$ cat config.mk
export PLATFORM = sky130hd
export DESIGN_NAME = mem_bus_arbiter_flat
export DESIGN_NICKNAME = d
export VERILOG_FILES = /design/src/rtl/mem_bus_arbiter_pkg.sv /design/src/rtl/mem_bus_arbiter_if.sv /design/src/rtl/mem_bus_arbiter_watchdog.sv /design/src/rtl/mem_bus_arbiter.sv /design/src/flat_wrapper.sv
export SDC_FILE = /design/constraint.sdc
export NUM_CORES = 1
export LEC_CHECK = 0
export CORE_AREA = 2 2 586 588
export DETAILED_ROUTE_END_ITERATION = 6
export DIE_AREA = 0 0 588 590
export MAX_ROUTING_LAYER = met4
export PLACE_DENSITY = 0.3
export SYNTH_ARGS = -nofsm -noshare
export SYNTH_HDL_FRONTEND = slang
export SYNTH_SLANG_ARGS = --single-unit
$ cat constraint.sdc
create_clock -name clk -period 31 [get_ports clk]
set_clock_uncertainty 0.15 [all_clocks]
set_input_delay 4.65 -clock clk [delete_from_list [all_inputs] [get_ports clk]]
set_output_delay 4.65 -clock clk [all_outputs]
set_load 0.01 [all_outputs]
$ cat src/rtl/mem_bus_arbiter_pkg.sv
// Shared types and default widths for the I/D memory-port arbiter.
package mem_bus_arbiter_pkg;

   localparam int ADDR_W_DEF  = 64;
   localparam int LINE_W_DEF  = 256;
   localparam int TIMEOUT_DEF = 64;

   typedef enum logic [2:0] {
      IDLE,
      IRD,
      DRD,
      DWR,
      RESP
   } arb_state_t;

   typedef enum logic {
      GNT_I,
      GNT_D
   } grant_t;

   // Round-robin pick: a lone requester wins; on a tie the side not granted last time wins.
   function automatic grant_t rr_pick(input logic req_i, input logic req_d, input grant_t last);
      if (req_i && (!req_d || last == GNT_D)) return GNT_I;
      return GNT_D;
   endfunction

endpackage

$ cat src/rtl/mem_bus_arbiter_if.sv
// Hart-side (I and D) and memory-side signals of the shared line port.
interface mem_bus_arbiter_if #(
   parameter int ADDR_W = 64,
   parameter int LINE_W = 256
);
   logic [ADDR_W-1:0] b_addr_i;
   logic              b_rd_i;
   logic [LINE_W-1:0] b_data_i;
   logic              b_dv_i;
   logic              b_err_i;

   logic [ADDR_W-1:0] b_addr;
   logic              b_rd;
   logic              b_wr;
   logic [LINE_W-1:0] b_data_out;
   logic [LINE_W-1:0] b_data_in;
   logic              b_dv;
   logic              b_wack;
   logic              b_err;

   logic [ADDR_W-1:0] m_addr;
   logic              m_rd;
   logic              m_wr;
   logic [LINE_W-1:0] m_wdata;
   logic [LINE_W-1:0] m_rdata;
   logic              m_dv;

   // Arbiter view.
   modport slave (
      input  b_addr_i, b_rd_i, b_addr, b_rd, b_wr, b_data_out, m_rdata, m_dv,
      output b_data_i, b_dv_i, b_err_i, b_data_in, b_dv, b_wack, b_err,
             m_addr, m_rd, m_wr, m_wdata
   );

   // Hart and memory view.
   modport master (
      output b_addr_i, b_rd_i, b_addr, b_rd, b_wr, b_data_out, m_rdata, m_dv,
      input  b_data_i, b_dv_i, b_err_i, b_data_in, b_dv, b_wack, b_err,
             m_addr, m_rd, m_wr, m_wdata
   );
endinterface

$ cat src/rtl/mem_bus_arbiter_watchdog.sv
// Per-transaction down-counter: loaded on grant, expires after TIMEOUT cycles of run.
module bus_watchdog #(
   parameter int TIMEOUT = 64
) (
   input  logic clk,
   input  logic rst,
   input  logic start_i,
   input  logic run_i,
   output logic expire_o
);
   localparam int CW = $clog2(TIMEOUT);

   logic [CW-1:0] cnt_q;

   always_ff @(posedge clk or posedge rst) begin
      if (rst) begin
         cnt_q <= '0;
      end else if (start_i) begin
         cnt_q <= CW'(TIMEOUT - 1);
      end else if (run_i && cnt_q != '0) begin
         cnt_q <= cnt_q - CW'(1);
      end
   end

   assign expire_o = run_i && (cnt_q == '0);

endmodule

$ cat src/rtl/mem_bus_arbiter.sv
// Round-robin arbiter sharing one line-wide memory port between I-fetch and D-side buses.
// state | meaning
// IDLE  | sample requests, grant one side
// IRD   | I-side read on memory, wait for m_dv or timeout
// DRD   | D-side read on memory, wait for m_dv or timeout
// DWR   | single-cycle memory write strobe
// RESP  | one-cycle dv/wack/err pulse back to the hart
module mem_bus_arbiter
   import mem_bus_arbiter_pkg::*;
#(
   parameter int ADDR_W  = ADDR_W_DEF,
   parameter int LINE_W  = LINE_W_DEF,
   parameter int TIMEOUT = TIMEOUT_DEF
) (
   input  logic            clk,
   input  logic            rst,
   mem_bus_arbiter_if.slave bus
);
   arb_state_t        state_q;
   grant_t            last_q;
   grant_t            gnt_d;
   logic              req_i;
   logic              req_d;
   logic              wd_start;
   logic              wd_run;
   logic              wd_expire;

   logic [ADDR_W-1:0] m_addr_q;
   logic              m_rd_q;
   logic              m_wr_q;
   logic [LINE_W-1:0] m_wdata_q;
   logic [LINE_W-1:0] b_data_i_q;
   logic              b_dv_i_q;
   logic              b_err_i_q;
   logic [LINE_W-1:0] b_data_in_q;
   logic              b_dv_q;
   logic              b_wack_q;
   logic              b_err_q;

   assign req_i    = bus.b_rd_i;
   assign req_d    = bus.b_rd | bus.b_wr;
   assign gnt_d    = rr_pick(req_i, req_d, last_q);
   assign wd_start = (state_q == IDLE) && (req_i || req_d);
   assign wd_run   = (state_q == IRD) || (state_q == DRD);

   bus_watchdog #(.TIMEOUT(TIMEOUT)) u_wd (
      .clk      (clk),
      .rst      (rst),
      .start_i  (wd_start),
      .run_i    (wd_run),
      .expire_o (wd_expire)
   );

   always_ff @(posedge clk or posedge rst) begin
      if (rst) begin
         state_q     <= IDLE;
         last_q      <= GNT_D;
         m_addr_q    <= '0;
         m_rd_q      <= 1'b0;
         m_wr_q      <= 1'b0;
         m_wdata_q   <= '0;
         b_data_i_q  <= '0;
         b_dv_i_q    <= 1'b0;
         b_err_i_q   <= 1'b0;
         b_data_in_q <= '0;
         b_dv_q      <= 1'b0;
         b_wack_q    <= 1'b0;
         b_err_q     <= 1'b0;
      end else begin
         b_data_i_q  <= '0;
         b_dv_i_q    <= 1'b0;
         b_err_i_q   <= 1'b0;
         b_data_in_q <= '0;
         b_dv_q      <= 1'b0;
         b_wack_q    <= 1'b0;
         b_err_q     <= 1'b0;
         case (state_q)
            IDLE: begin
               if (req_i || req_d) begin
                  last_q <= gnt_d;
                  if (gnt_d == GNT_I) begin
                     m_addr_q <= bus.b_addr_i;
                     m_rd_q   <= 1'b1;
                     state_q  <= IRD;
                  end else if (bus.b_wr) begin
                     m_addr_q  <= bus.b_addr;
                     m_wr_q    <= 1'b1;
                     m_wdata_q <= bus.b_data_out;
                     state_q   <= DWR;
                  end else begin
                     m_addr_q <= bus.b_addr;
                     m_rd_q   <= 1'b1;
                     state_q  <= DRD;
                  end
               end
            end
            IRD, DRD: begin
               // A requester that illegally dropped out still has its access completed, but gets no pulse.
               if (bus.m_dv) begin
                  m_rd_q  <= 1'b0;
                  state_q <= RESP;
                  if (state_q == IRD) begin
                     b_dv_i_q   <= bus.b_rd_i;
                     b_data_i_q <= bus.b_rd_i ? bus.m_rdata : '0;
                  end else begin
                     b_dv_q      <= bus.b_rd;
                     b_data_in_q <= bus.b_rd ? bus.m_rdata : '0;
                  end
               end else if (wd_expire) begin
                  m_rd_q  <= 1'b0;
                  state_q <= RESP;
                  if (state_q == IRD) b_err_i_q <= bus.b_rd_i;
                  else                b_err_q   <= bus.b_rd;
               end
            end
            DWR: begin
               m_wr_q    <= 1'b0;
               m_wdata_q <= '0;
               b_wack_q  <= bus.b_wr;
               state_q   <= RESP;
            end
            RESP: state_q <= IDLE;
            default: state_q <= IDLE;
         endcase
      end
   end

   always @(posedge clk) begin
      if (!rst && state_q == IDLE)
         assert (!(bus.b_rd && bus.b_wr))
            else $warning("b_rd and b_wr both high; write served first, read left pending");
      if (!rst && state_q == IRD)
         assert (bus.b_rd_i) else $error("I-side read request dropped before completion");
      if (!rst && state_q == DRD)
         assert (bus.b_rd) else $error("D-side read request dropped before completion");
      if (!rst && state_q == DWR)
         assert (bus.b_wr) else $error("D-side write request dropped before completion");
   end

   assign bus.m_addr    = m_addr_q;
   assign bus.m_rd      = m_rd_q;
   assign bus.m_wr      = m_wr_q;
   assign bus.m_wdata   = m_wdata_q;
   assign bus.b_data_i  = b_data_i_q;
   assign bus.b_dv_i    = b_dv_i_q;
   assign bus.b_err_i   = b_err_i_q;
   assign bus.b_data_in = b_data_in_q;
   assign bus.b_dv      = b_dv_q;
   assign bus.b_wack    = b_wack_q;
   assign bus.b_err     = b_err_q;

endmodule

$ cat src/flat_wrapper.sv
// flat-port wrapper written by rule: the top's interface ports become plain ports
module mem_bus_arbiter_flat import mem_bus_arbiter_pkg::*;
#(
   parameter int ADDR_W  = ADDR_W_DEF,
   parameter int LINE_W  = LINE_W_DEF,
   parameter int TIMEOUT = TIMEOUT_DEF
)
  (clk, rst, bus_b_addr_i, bus_b_rd_i, bus_b_addr, bus_b_rd, bus_b_wr, bus_b_data_out, bus_m_rdata, bus_m_dv, bus_b_data_i, bus_b_dv_i, bus_b_err_i, bus_b_data_in, bus_b_dv, bus_b_wack, bus_b_err, bus_m_addr, bus_m_rd, bus_m_wr, bus_m_wdata);
  mem_bus_arbiter_if #(.ADDR_W(ADDR_W), .LINE_W(LINE_W)) bus_i ();
  input  logic clk;
  input  logic rst;
  input wire logic [$bits(bus_i.b_addr_i)-1:0] bus_b_addr_i;
  input wire logic [$bits(bus_i.b_rd_i)-1:0] bus_b_rd_i;
  input wire logic [$bits(bus_i.b_addr)-1:0] bus_b_addr;
  input wire logic [$bits(bus_i.b_rd)-1:0] bus_b_rd;
  input wire logic [$bits(bus_i.b_wr)-1:0] bus_b_wr;
  input wire logic [$bits(bus_i.b_data_out)-1:0] bus_b_data_out;
  input wire logic [$bits(bus_i.m_rdata)-1:0] bus_m_rdata;
  input wire logic [$bits(bus_i.m_dv)-1:0] bus_m_dv;
  output wire logic [$bits(bus_i.b_data_i)-1:0] bus_b_data_i;
  output wire logic [$bits(bus_i.b_dv_i)-1:0] bus_b_dv_i;
  output wire logic [$bits(bus_i.b_err_i)-1:0] bus_b_err_i;
  output wire logic [$bits(bus_i.b_data_in)-1:0] bus_b_data_in;
  output wire logic [$bits(bus_i.b_dv)-1:0] bus_b_dv;
  output wire logic [$bits(bus_i.b_wack)-1:0] bus_b_wack;
  output wire logic [$bits(bus_i.b_err)-1:0] bus_b_err;
  output wire logic [$bits(bus_i.m_addr)-1:0] bus_m_addr;
  output wire logic [$bits(bus_i.m_rd)-1:0] bus_m_rd;
  output wire logic [$bits(bus_i.m_wr)-1:0] bus_m_wr;
  output wire logic [$bits(bus_i.m_wdata)-1:0] bus_m_wdata;
  assign bus_i.b_addr_i = bus_b_addr_i;
  assign bus_i.b_rd_i = bus_b_rd_i;
  assign bus_i.b_addr = bus_b_addr;
  assign bus_i.b_rd = bus_b_rd;
  assign bus_i.b_wr = bus_b_wr;
  assign bus_i.b_data_out = bus_b_data_out;
  assign bus_i.m_rdata = bus_m_rdata;
  assign bus_i.m_dv = bus_m_dv;
  assign bus_b_data_i = bus_i.b_data_i;
  assign bus_b_dv_i = bus_i.b_dv_i;
  assign bus_b_err_i = bus_i.b_err_i;
  assign bus_b_data_in = bus_i.b_data_in;
  assign bus_b_dv = bus_i.b_dv;
  assign bus_b_wack = bus_i.b_wack;
  assign bus_b_err = bus_i.b_err;
  assign bus_m_addr = bus_i.m_addr;
  assign bus_m_rd = bus_i.m_rd;
  assign bus_m_wr = bus_i.m_wr;
  assign bus_m_wdata = bus_i.m_wdata;
  mem_bus_arbiter #(.ADDR_W(ADDR_W), .LINE_W(LINE_W), .TIMEOUT(TIMEOUT)) u_core (.clk(clk), .rst(rst), .bus(bus_i));
endmodule
==> impl_metrics.env <==
export IMPL_status="complete, no violations"
export IMPL_async_flop_share=1.000
export IMPL_drt_met1_wl_mm=89.30
export IMPL_via_per_inst=2.804
export IMPL_routed_wl_mm=236.3
export IMPL_syn_area_per_cell_sq_um=14.48
export IMPL_wl_met3_mm=31.07
export IMPL_required_ns=31.73
export IMPL_grt_max_degree=136
export IMPL_htree_levels=3
export IMPL_num_io_pins=1485
export IMPL_num_vias=23130
export IMPL_die_area_sq_um=346900
export IMPL_rows=215
export IMPL_grt_overflow=0
export IMPL_ys_seq_elements=849
export IMPL_max_slew_margin=0.3001
export IMPL_multi_input_area_sq_um=7088
export IMPL_dr_max_layer_used="met4"
export IMPL_fillCellCount=38030
export IMPL_cts_buffers=119
export IMPL_core_area_sq_um=341100
export IMPL_setup_ws_ns=22.60
export IMPL_cts_hold_buf=0
export IMPL_rsz0062_at_grt="no"
export IMPL_grt_util_all_layers=0.1362
export IMPL_first_global_vias=24960
export IMPL_pwr_share_comb=0.322
export IMPL_drc=0
export IMPL_worst_pin_slew_ns=1.021
export IMPL_ir_drop_mv=0.04190
export IMPL_final_setup_tns_ns=0
export IMPL_fmax_mhz=119.1
export IMPL_synth_edf_count=0
export IMPL_start_util=0.08562
export IMPL_synth_ff_type="dfrtp_1"
export IMPL_layout_common_cells="1484 x clkdlybuf4s50_1, 848 x dfrtp_1, 512 x and2_1"
export IMPL_portBuffers=1484
export IMPL_p_int_uw=2841
export IMPL_die_y_um=590
export IMPL_wl_per_cell_um=28.65
export IMPL_setup_violations_final=0
export IMPL_drtAntennaViolNets=0
export IMPL_worstSkewPairLatency_ns=0.84
export IMPL_cts_clk_slew_worst_paths_ns=0.06
export IMPL_dieWidth_um=588
export IMPL_seq_area_sq_um=21250
export IMPL_clock_path_buffers=4
export IMPL_finalCritPeriodShare=0.2709
export IMPL_synth_nets=2665
export IMPL_synth_area_sq_um=29200
export IMPL_antenna_found_initial=182
export IMPL_synth_distinct_cells=36
export IMPL_clkPwrFrac=0.332
export IMPL_gp_congestion=0.8745
export IMPL_routed_wl_met2_mm=110.6
export IMPL_root_buffer="clkbuf_16"
export IMPL_post_cts_buffers=0
export IMPL_drt_iter0_drc=1202
export IMPL_hold_path_class="reg -> reg"
export IMPL_finalHoldViolCount=0
export IMPL_synth_seq_area_share=0.7275
export IMPL_grt_pass1_wl_mm=296.6
export IMPL_nets=4159
export IMPL_cp_max_fo=135
export IMPL_syn2layout_area_growth_pct=82.91
export IMPL_arrival_ns=9.13
export IMPL_cts_repair_resized=0
export IMPL_syn_inst=2017
export IMPL_cap_violations=0
export IMPL_p_sw_uw=1503
export IMPL_critPathKind="in -> async"
export IMPL_final_common_cell="clkdlybuf4s50_1"
export IMPL_slew_viol_final=0
export IMPL_ys_warn_count=0
export IMPL_p_seq_frac=0.345
export IMPL_dp_slack_ns=21.46
export IMPL_switching_share=0.3459
export IMPL_drive_gt1_frac=0.06461
export IMPL_cts_tree="done"
export IMPL_power_leakage_uw=0.02230
export IMPL_hpwl_mm=195.7
export IMPL_p_per_area_nw_per_um2=81.32
export IMPL_critPathLaunchType="primary input"
export IMPL_drt_pre_antenna_iters=5
export IMPL_cts_sinks=849
export IMPL_finalCriticalPeriod_ns=8.399
export IMPL_end_kind="async pin"
==> cell type report <==
| type | instances | area share |
|---|---|---|
| multi-input cells | 1024 | 0.1327 |
| flip-flops and latches | 849 | 0.3977 |
| clock buffers | 173 | 0.06516 |
| well taps | 4557 | 0.1067 |
| repair buffers | 1513 | 0.2829 |
| clock inverters | 43 | 0.01038 |
| inverters | 4 | 0.0004216 |
| diodes | 86 | 0.004029 |
==> power groups by stage <==
stage | logic [uW] | registers [uW] | clock network, uW
2_1_floorplan | 459 | 1570 | 0
4_1_cts | 1460 | 1500 | 1500
3_5_place_dp | 1450 | 1520 | 0
6_report | 1400 | 1500 | 1440
3_3_place_gp | 1460 | 1520 | 0
5_1_grt | 1500 | 1530 | 1540
==> cells by family after synthesis <==
kind of cell / count (synthesis) / synth area share
buffers and inverters: 144 / 0.03102
xor gates and xnor gates: 3 / 0.0008999
muxes: 65 / 0.02228
adders and majority gates: 2 / 0.0008567
and+or+nand+nor: 616 / 0.1252
AOI/OAI and AO/OA: 338 / 0.09220
DFF: 849 / 0.7275
==> synthesized netlist by cell type (4+ instances only) <==
cell,instances,area (sq um)
dfrtp_1,848,21220
nand3_1,5,25.02
mux2i_1,65,650.6
buf_2,37,185.2
inv_1,4,15.01
clkbuf_1,33,123.9
nor2_1,6,22.52
and2_1,512,3203
o21ai_0,11,55.05
buf_6,35,394.1
nand2_1,74,277.8
nor3_1,4,20.02
clkbuf_2,30,150.1
buf_4,5,37.54
a22o_1,256,2242
o21ai_1,57,285.3
==> worst paths after layout <==
| check | startpoint | endpoint | slack, ns | cells after the start |
|---|---|---|---|---|
| setup reg to reg | u_core.state_q[0] | u_core.bus.b_data_i[68] | 26.87 | 6 |
| max in group clk | bus_b_rd_i | u_core.bus.b_data_i[68] | 23.38 | 6 |
| min in group asynchronous | rst | u_core.bus.b_data_in[14] | 4.12 | 2 |
| hold / removal | u_core.bus.m_addr[38] | u_core.bus.m_addr[38] | 0.33 | 2 |
| setup / recovery | rst | u_core.bus.m_addr[44] | 22.60 | 7 |
| hold reg to reg | u_core.bus.m_addr[38] | u_core.bus.m_addr[38] | 0.33 | 2 |
==> through the flow <==
stage	util	hold slack [ns]	cells	total power [uW]	cell area, sq um
2_1_floorplan	-	0.2965	2017	2026	29200
3_3_place_gp	0.1441	0.3181	7947	2979	49170
3_5_place_dp	0.1441	0.3289	7947	2964	49170
4_1_cts	0.1560	0.3412	8163	4464	53200
5_1_grt	0.1566	0.3564	8242	4562	53400
6_report	0.1566	0.3345	8249	4344	53420
==> critical path: stages <==
cell and delay, ns:
clkdlybuf4s50_1 0.50, inv_8 0.41, buf_12 0.57, buf_4 0.75
buf_4 0.53, buf_4 0.62, buf_4 0.66
==> flip-flops by register name, summed over array words and instances (netlist names), 3 cells and up <==
| name | count |
|---|---|
| u_core.bus.b_data_i | 256 |
| u_core.u_wd.cnt_q | 6 |
| u_core.bus.b_data_in | 256 |
| u_core.bus.m_wdata | 256 |
| u_core.state_q | 3 |
| u_core.bus.m_addr | 64 |
==> per-layer routing <==
| metal | vias to the layer above | global-route usage |
|---|---|---|
| met5 | - | - |
| met4 | 0 | 0.02662 |
| met3 | 321 | 0.08557 |
| met2 | 1314 | 0.2192 |
| met1 | 11570 | 0.1406 |
| li1 | 9928 | - |
Power figures use the tool's default switching activity.
